===== src/rtl/sdram_arbiter.sv =====
// Two-port round-robin arbiter in front of the SDRAM command controller.
// Serialises client word accesses and injects auto-refresh requests at a fixed period.
module sdram_arbiter #(
  parameter int AW          = 24,
  parameter int DW          = 16,
  parameter int RFSH_PERIOD = 780
) (
  input  logic          clock,
  input  logic          reset,
  input  logic          aReq,
  input  logic          aWe,
  input  logic [AW-1:0] aAddr,
  input  logic [DW-1:0] aD,
  output logic [DW-1:0] aQ,
  output logic          aAck,
  input  logic          bReq,
  input  logic          bWe,
  input  logic [AW-1:0] bAddr,
  input  logic [DW-1:0] bD,
  output logic [DW-1:0] bQ,
  output logic          bAck,
  output logic          mReq,
  output logic          mRfsh,
  output logic          mWe,
  output logic [AW-1:0] mAddr,
  output logic [DW-1:0] mD,
  input  logic [DW-1:0] mQ,
  input  logic          mAck,
  output logic [1:0]    dbg_state_o,
  output logic [1:0]    dbg_rfsh_debt_o
);

  // Handshake: client req is a level held until its one-cycle ack; mReq/mRfsh
  // are levels held until the controller's one-cycle mAck, at most one at a time.
  localparam logic [1:0] S_IDLE    = 2'd0;
  localparam logic [1:0] S_ACCESS  = 2'd1;
  localparam logic [1:0] S_REFRESH = 2'd2;
  localparam logic [1:0] S_DONE    = 2'd3;

  localparam int TW = (RFSH_PERIOD > 1) ? $clog2(RFSH_PERIOD) : 1;
  localparam logic [TW-1:0] TIMER_LOAD = TW'(RFSH_PERIOD - 1);

  logic [1:0]    state_q, state_d;
  logic          sel_q, sel_d;    // 0 = A, 1 = B
  logic          last_q, last_d;
  logic          m_req_q, m_req_d;
  logic          m_rfsh_q, m_rfsh_d;
  logic          m_we_q, m_we_d;
  logic [AW-1:0] m_addr_q, m_addr_d;
  logic [DW-1:0] m_d_q, m_d_d;
  logic [DW-1:0] a_q_q, a_q_d;
  logic [DW-1:0] b_q_q, b_q_d;
  logic          a_ack_q, a_ack_d;
  logic          b_ack_q, b_ack_d;
  logic [1:0]    debt_q, debt_d;
  logic [TW-1:0] timer_q, timer_d;
  logic          tc;
  logic          rfsh_done;
  logic          grant_b;

  assign tc        = (timer_q == '0);
  assign timer_d   = tc ? TIMER_LOAD : timer_q - 1'b1;
  assign rfsh_done = (state_q == S_REFRESH) && mAck;
  // On a tie the client that was not served last wins.
  assign grant_b   = bReq && (!aReq || !last_q);

  always_comb begin
    state_d  = state_q;
    sel_d    = sel_q;
    last_d   = last_q;
    m_req_d  = m_req_q;
    m_rfsh_d = m_rfsh_q;
    m_we_d   = m_we_q;
    m_addr_d = m_addr_q;
    m_d_d    = m_d_q;
    a_q_d    = a_q_q;
    b_q_d    = b_q_q;
    a_ack_d  = 1'b0;
    b_ack_d  = 1'b0;
    case (state_q)
      S_IDLE: begin
        if (debt_q != 2'd0) begin
          m_rfsh_d = 1'b1;
          state_d  = S_REFRESH;
        end else if (aReq || bReq) begin
          sel_d    = grant_b;
          m_we_d   = grant_b ? bWe   : aWe;
          m_addr_d = grant_b ? bAddr : aAddr;
          m_d_d    = grant_b ? bD    : aD;
          m_req_d  = 1'b1;
          state_d  = S_ACCESS;
        end
      end
      S_ACCESS: begin
        if (mAck) begin
          m_req_d = 1'b0;
          if (!m_we_q) begin
            if (sel_q) b_q_d = mQ;
            else       a_q_d = mQ;
          end
          last_d  = sel_q;
          a_ack_d = !sel_q;
          b_ack_d = sel_q;
          state_d = S_DONE;
        end
      end
      S_REFRESH: begin
        if (mAck) begin
          m_rfsh_d = 1'b0;
          state_d  = S_IDLE;
        end
      end
      default: state_d = S_IDLE;
    endcase
  end

  // A terminal count and a completed refresh in the same cycle cancel out.
  always_comb begin
    debt_d = debt_q;
    if (tc && !rfsh_done) begin
      if (debt_q != 2'd3) debt_d = debt_q + 2'd1;
    end else if (rfsh_done && !tc) begin
      debt_d = debt_q - 2'd1;
    end
  end

  always_ff @(posedge clock or posedge reset) begin
    if (reset) begin
      state_q  <= S_IDLE;
      sel_q    <= 1'b0;
      last_q   <= 1'b1;
      m_req_q  <= 1'b0;
      m_rfsh_q <= 1'b0;
      m_we_q   <= 1'b0;
      m_addr_q <= '0;
      m_d_q    <= '0;
      a_q_q    <= '0;
      b_q_q    <= '0;
      a_ack_q  <= 1'b0;
      b_ack_q  <= 1'b0;
      debt_q   <= 2'd0;
      timer_q  <= TIMER_LOAD;
    end else begin
      state_q  <= state_d;
      sel_q    <= sel_d;
      last_q   <= last_d;
      m_req_q  <= m_req_d;
      m_rfsh_q <= m_rfsh_d;
      m_we_q   <= m_we_d;
      m_addr_q <= m_addr_d;
      m_d_q    <= m_d_d;
      a_q_q    <= a_q_d;
      b_q_q    <= b_q_d;
      a_ack_q  <= a_ack_d;
      b_ack_q  <= b_ack_d;
      debt_q   <= debt_d;
      timer_q  <= timer_d;
    end
  end

  assign mReq            = m_req_q;
  assign mRfsh           = m_rfsh_q;
  assign mWe             = m_we_q;
  assign mAddr           = m_addr_q;
  assign mD              = m_d_q;
  assign aQ              = a_q_q;
  assign bQ              = b_q_q;
  assign aAck            = a_ack_q;
  assign bAck            = b_ack_q;
  assign dbg_state_o     = state_q;
  assign dbg_rfsh_debt_o = debt_q;

endmodule


===== config.mk =====
export PLATFORM = sky130hd
export DESIGN_NAME = sdram_arbiter
export DESIGN_NICKNAME = d
export VERILOG_FILES = /design/src/rtl/sdram_arbiter.sv
export SDC_FILE = /design/constraint.sdc
export NUM_CORES = 1
export LEC_CHECK = 0
export BUFFER_PORTS_ARGS = -buffer_cell sky130_fd_sc_hd__buf_2
export CAP_MARGIN = 20
export CELL_PAD_IN_SITES_DETAIL_PLACEMENT = 0
export CELL_PAD_IN_SITES_GLOBAL_PLACEMENT = 1
export CORE_UTILIZATION = 35
export DETAILED_ROUTE_END_ITERATION = 6
export GPL_TIMING_DRIVEN = 0
export PLACE_DENSITY = 0.75
export SLEW_MARGIN = 5
export SYNTH_ARGS = -nofsm -noshare
export SYNTH_HDL_FRONTEND = slang
export SYNTH_SLANG_ARGS = --single-unit

===== constraint.sdc =====
create_clock -name clock -period 4.1 [get_ports clock]
set_input_delay 0.82 -clock clock [delete_from_list [all_inputs] [get_ports clock]]
set_output_delay 0.82 -clock clock [all_outputs]
set_load 0.01 [all_outputs]

==> flow_summary.ini <==
[logic_synthesis]
synthArstFlopShare_pct = 100
syn_inst = 337
yosysTopAreaCell = dfrtp_1
synth_top_area_share_pct = 54.5
ys_warn_count = 0
synthXorXnorAreaFrac_pct = 0.877
synth_area_per_cell_um2 = 11.9
synth.area.top_cells = dfrtp_1, mux2i_1, mux2_1
yosysMostFrequentCell = dfrtp_1
synth_flop_cell = dfrtp_1
synthMuxAreaShare_pct = 19.6
ys_seq_area_share_pct = 58.5
synth_adder_area_share_pct = 0.313
synth_edf_count = 0
synth_top_family_by_area = multiplexers
syn_nets = 441
synthSimpleGateAreaFrac_pct = 9.49
synth_cell_types = 39
syn_area_um2 = 3990
synth_compound_area_share_pct = 8.30
yosys-top-cells-count = dfrtp_1, nor2_1, a21oi_1
ys_seq_elements = 93

[timing]
relSlewSlack_pct = 56.5
slew_viol_final = 0
min_period_over_period_pct = 53.6
max_freq_mhz = 455
finalHoldViolations = 0
period_needed_ns = 2.20
setup_violations = 0
hold_ws_ns = 0.460
skew_ns = 0.00529
rsz0062_at_grt = no
worst_pin_slew_ns = 0.653

[final_layout]
multi_input_area_um2 = 1540
area_delta_synth_final_pct = 36.5
drive_gt1_share_pct = 41.2
regArea_um2 = 2330
stdcell_count = 677
nets = 636
fillers = 1028
diodes = 0

[setup_path]
end_kind = register
regToRegStartpoint = dbg_state_o[1]$_DFFE_PP0P_
rrSetupSlack_ns = 1.97
cpMaxStageDelayCell = or3_1
crit_path_max_incr_delay_ns = 0.40
path_cells = buf_2, inv_1, or3_1, nor3_4, buf_4, mux2_1
crit_fanout = 10
startpoint_type = input port
critPathLaunch = mAck
ff2ff_path_depth = 5
critPathKind = in2reg
critPathArrivalTime_ns = 2.41
critPathCapture = aQ[7]$_DFFE_PP0P_
r2r-end = mD[3]$_DFFE_PP0P_
cp.required_ns = 4.31

[global_routing]
grt_pass1_wl_um = 15800
grt_max_degree = 62
track_usage_pct = 17.4
grt_pass1_vias = 3301
antenna_found_initial = 0
gr-total-overflow = 0

[placed_design]
gp_congestion = 0.706
port-buffer-count = 183
dp.cells = 661
place_hpwl_um = 7350

[drt]
drtIter0Drc = 87
drc = 0
wirelength_um = 9680
first_pass_iters = 4
postRouteAntennaNets = 0
vias = 3237
vias_per_cell = 4.78
route.detailed.wl_per_inst_um = 14.3

[pwr]
power.leakage_uw = 0.00280
powerDensity_nw_per_um2 = 677
ir_worst_vdd_v = 0.000274

[worst_hold_path]
min_path_type = reg2reg
hp-start = timer_q[0]$_DFF_PP1_

[cts]
clock_path_buffers = 2
clkTransAtPathRegs_ns = 0.06
clock_latency_ns = 0.34
cts-root-buf = clkbuf_16
cts_hold_buf = 0
post_cts_buffers = 0
cts_resized = 0
numCtsBuffers = 9
cts_tree = built
htree_levels = 3
cts.sinks = 93

[outcome]
run_status = complete, no violations

[floorplanning]
start_util_pct = 36.4
die_y_um = 109
die_area_um2 = 11800
rows = 38
io_pins = 184
core_area_um2 = 11000
die_x_um = 109

[run]
drv_cap = 0
==> stage by stage <==
step                      total power, uW  setup slack, ns  area (um2)  TNS (ns)  util [%]
after global placement               2760           -0.234        5080    -19.84      46.3
after detailed placement             2810             1.52        5110         0      46.6
final                                3690             1.90        5450         0      49.6
after floorplan                      2210            0.870        3990         0         -
after CTS                            3740             1.87        5450         0      49.6
after global routing                 3960             1.78        5450         0      49.6
==> critical path, delay by kind of cell <==
family	cells	cell delay, ns
buffers and inverters	3	0.47
muxes	1	0.35
and+or+nand+nor	2	0.76
==> state kept, by name, indices dropped and copies added (netlist names) <==
name             flops
sel_q                1
mD                  16
mReq                 1
timer_q             10
aAck                 1
aQ                  16
dbg_rfsh_debt_o      2
mRfsh                1
mWe                  1
bAck                 1
bQ                  16
dbg_state_o          2
last_q               1
mAddr               24
==> how the worst min path moves through the flow <==
stage	cells after the start	slack (ns)	endpoint
global placement	1	0.44	timer_q[0]$_DFF_PP1_
global route	1	0.48	timer_q[0]$_DFF_PP1_
floorplan	1	0.43	timer_q[0]$_DFF_PP1_
detailed placement	1	0.45	timer_q[0]$_DFF_PP1_
finish	1	0.46	timer_q[0]$_DFF_PP1_
CTS	1	0.46	timer_q[0]$_DFF_PP1_
==> cells by family after synthesis <==
logic type                 count (synthesis)
and+or+nand+nor                           78
DFF                                       93
xor gates and xnor gates                   4
muxes                                     74
AOI/OAI and AO/OA                         60
buffers and inverters                     27
adders and majority gates                  1
==> cell usage in the layout, fill, tap and decap left out, types with 2 or more instances in the layout <==
cell	instances
buf_1	7
mux2_1	33
nor2_1	51
clkinv_4	2
o21ai_0	4
clkbuf_8	2
dfrtp_1	87
or3_1	3
buf_2	188
dfstp_2	6
bufinv_16	2
mux2i_1	41
nor4_1	3
clkbuf_1	5
or4_1	3
nand2_1	8
nand3_1	2
clkbuf_16	9
a21oi_1	46
o31ai_1	2
xnor2_1	3
inv_1	6
==> area by class of cell <==
cell class	instances	area share [%]
Sequential cell	93	42.8
Clock buffer	11	4.64
Timing Repair Buffer	184	17.3
Multi-Input combinational cell	217	28.3
Inverter	8	0.597
Clock inverter	5	1.52
Tap cell	140	3.21
Buffer	19	1.63
==> power breakdown <==
group          switching [uW]  internal [uW]  leakage [uW]  total, uW
logic                     688            564       0.00153       1250
registers                 221           1300       0.00110       1520
clock network             347            569      0.000166        916
total                    1260           2430       0.00280       3690
==> per-layer routing <==
layer / global-route usage, % / routed length [um] / vias up
met3: 5.38 / 730 / 13
met4: 5.79 / 142 / 0
met1: 21.8 / 4290 / 1539
li1: - / - / 1568
met2: 28.4 / 4520 / 117
met5: 0 / 0 / -
No activity file was read; power rests on OpenSTA's default activity.
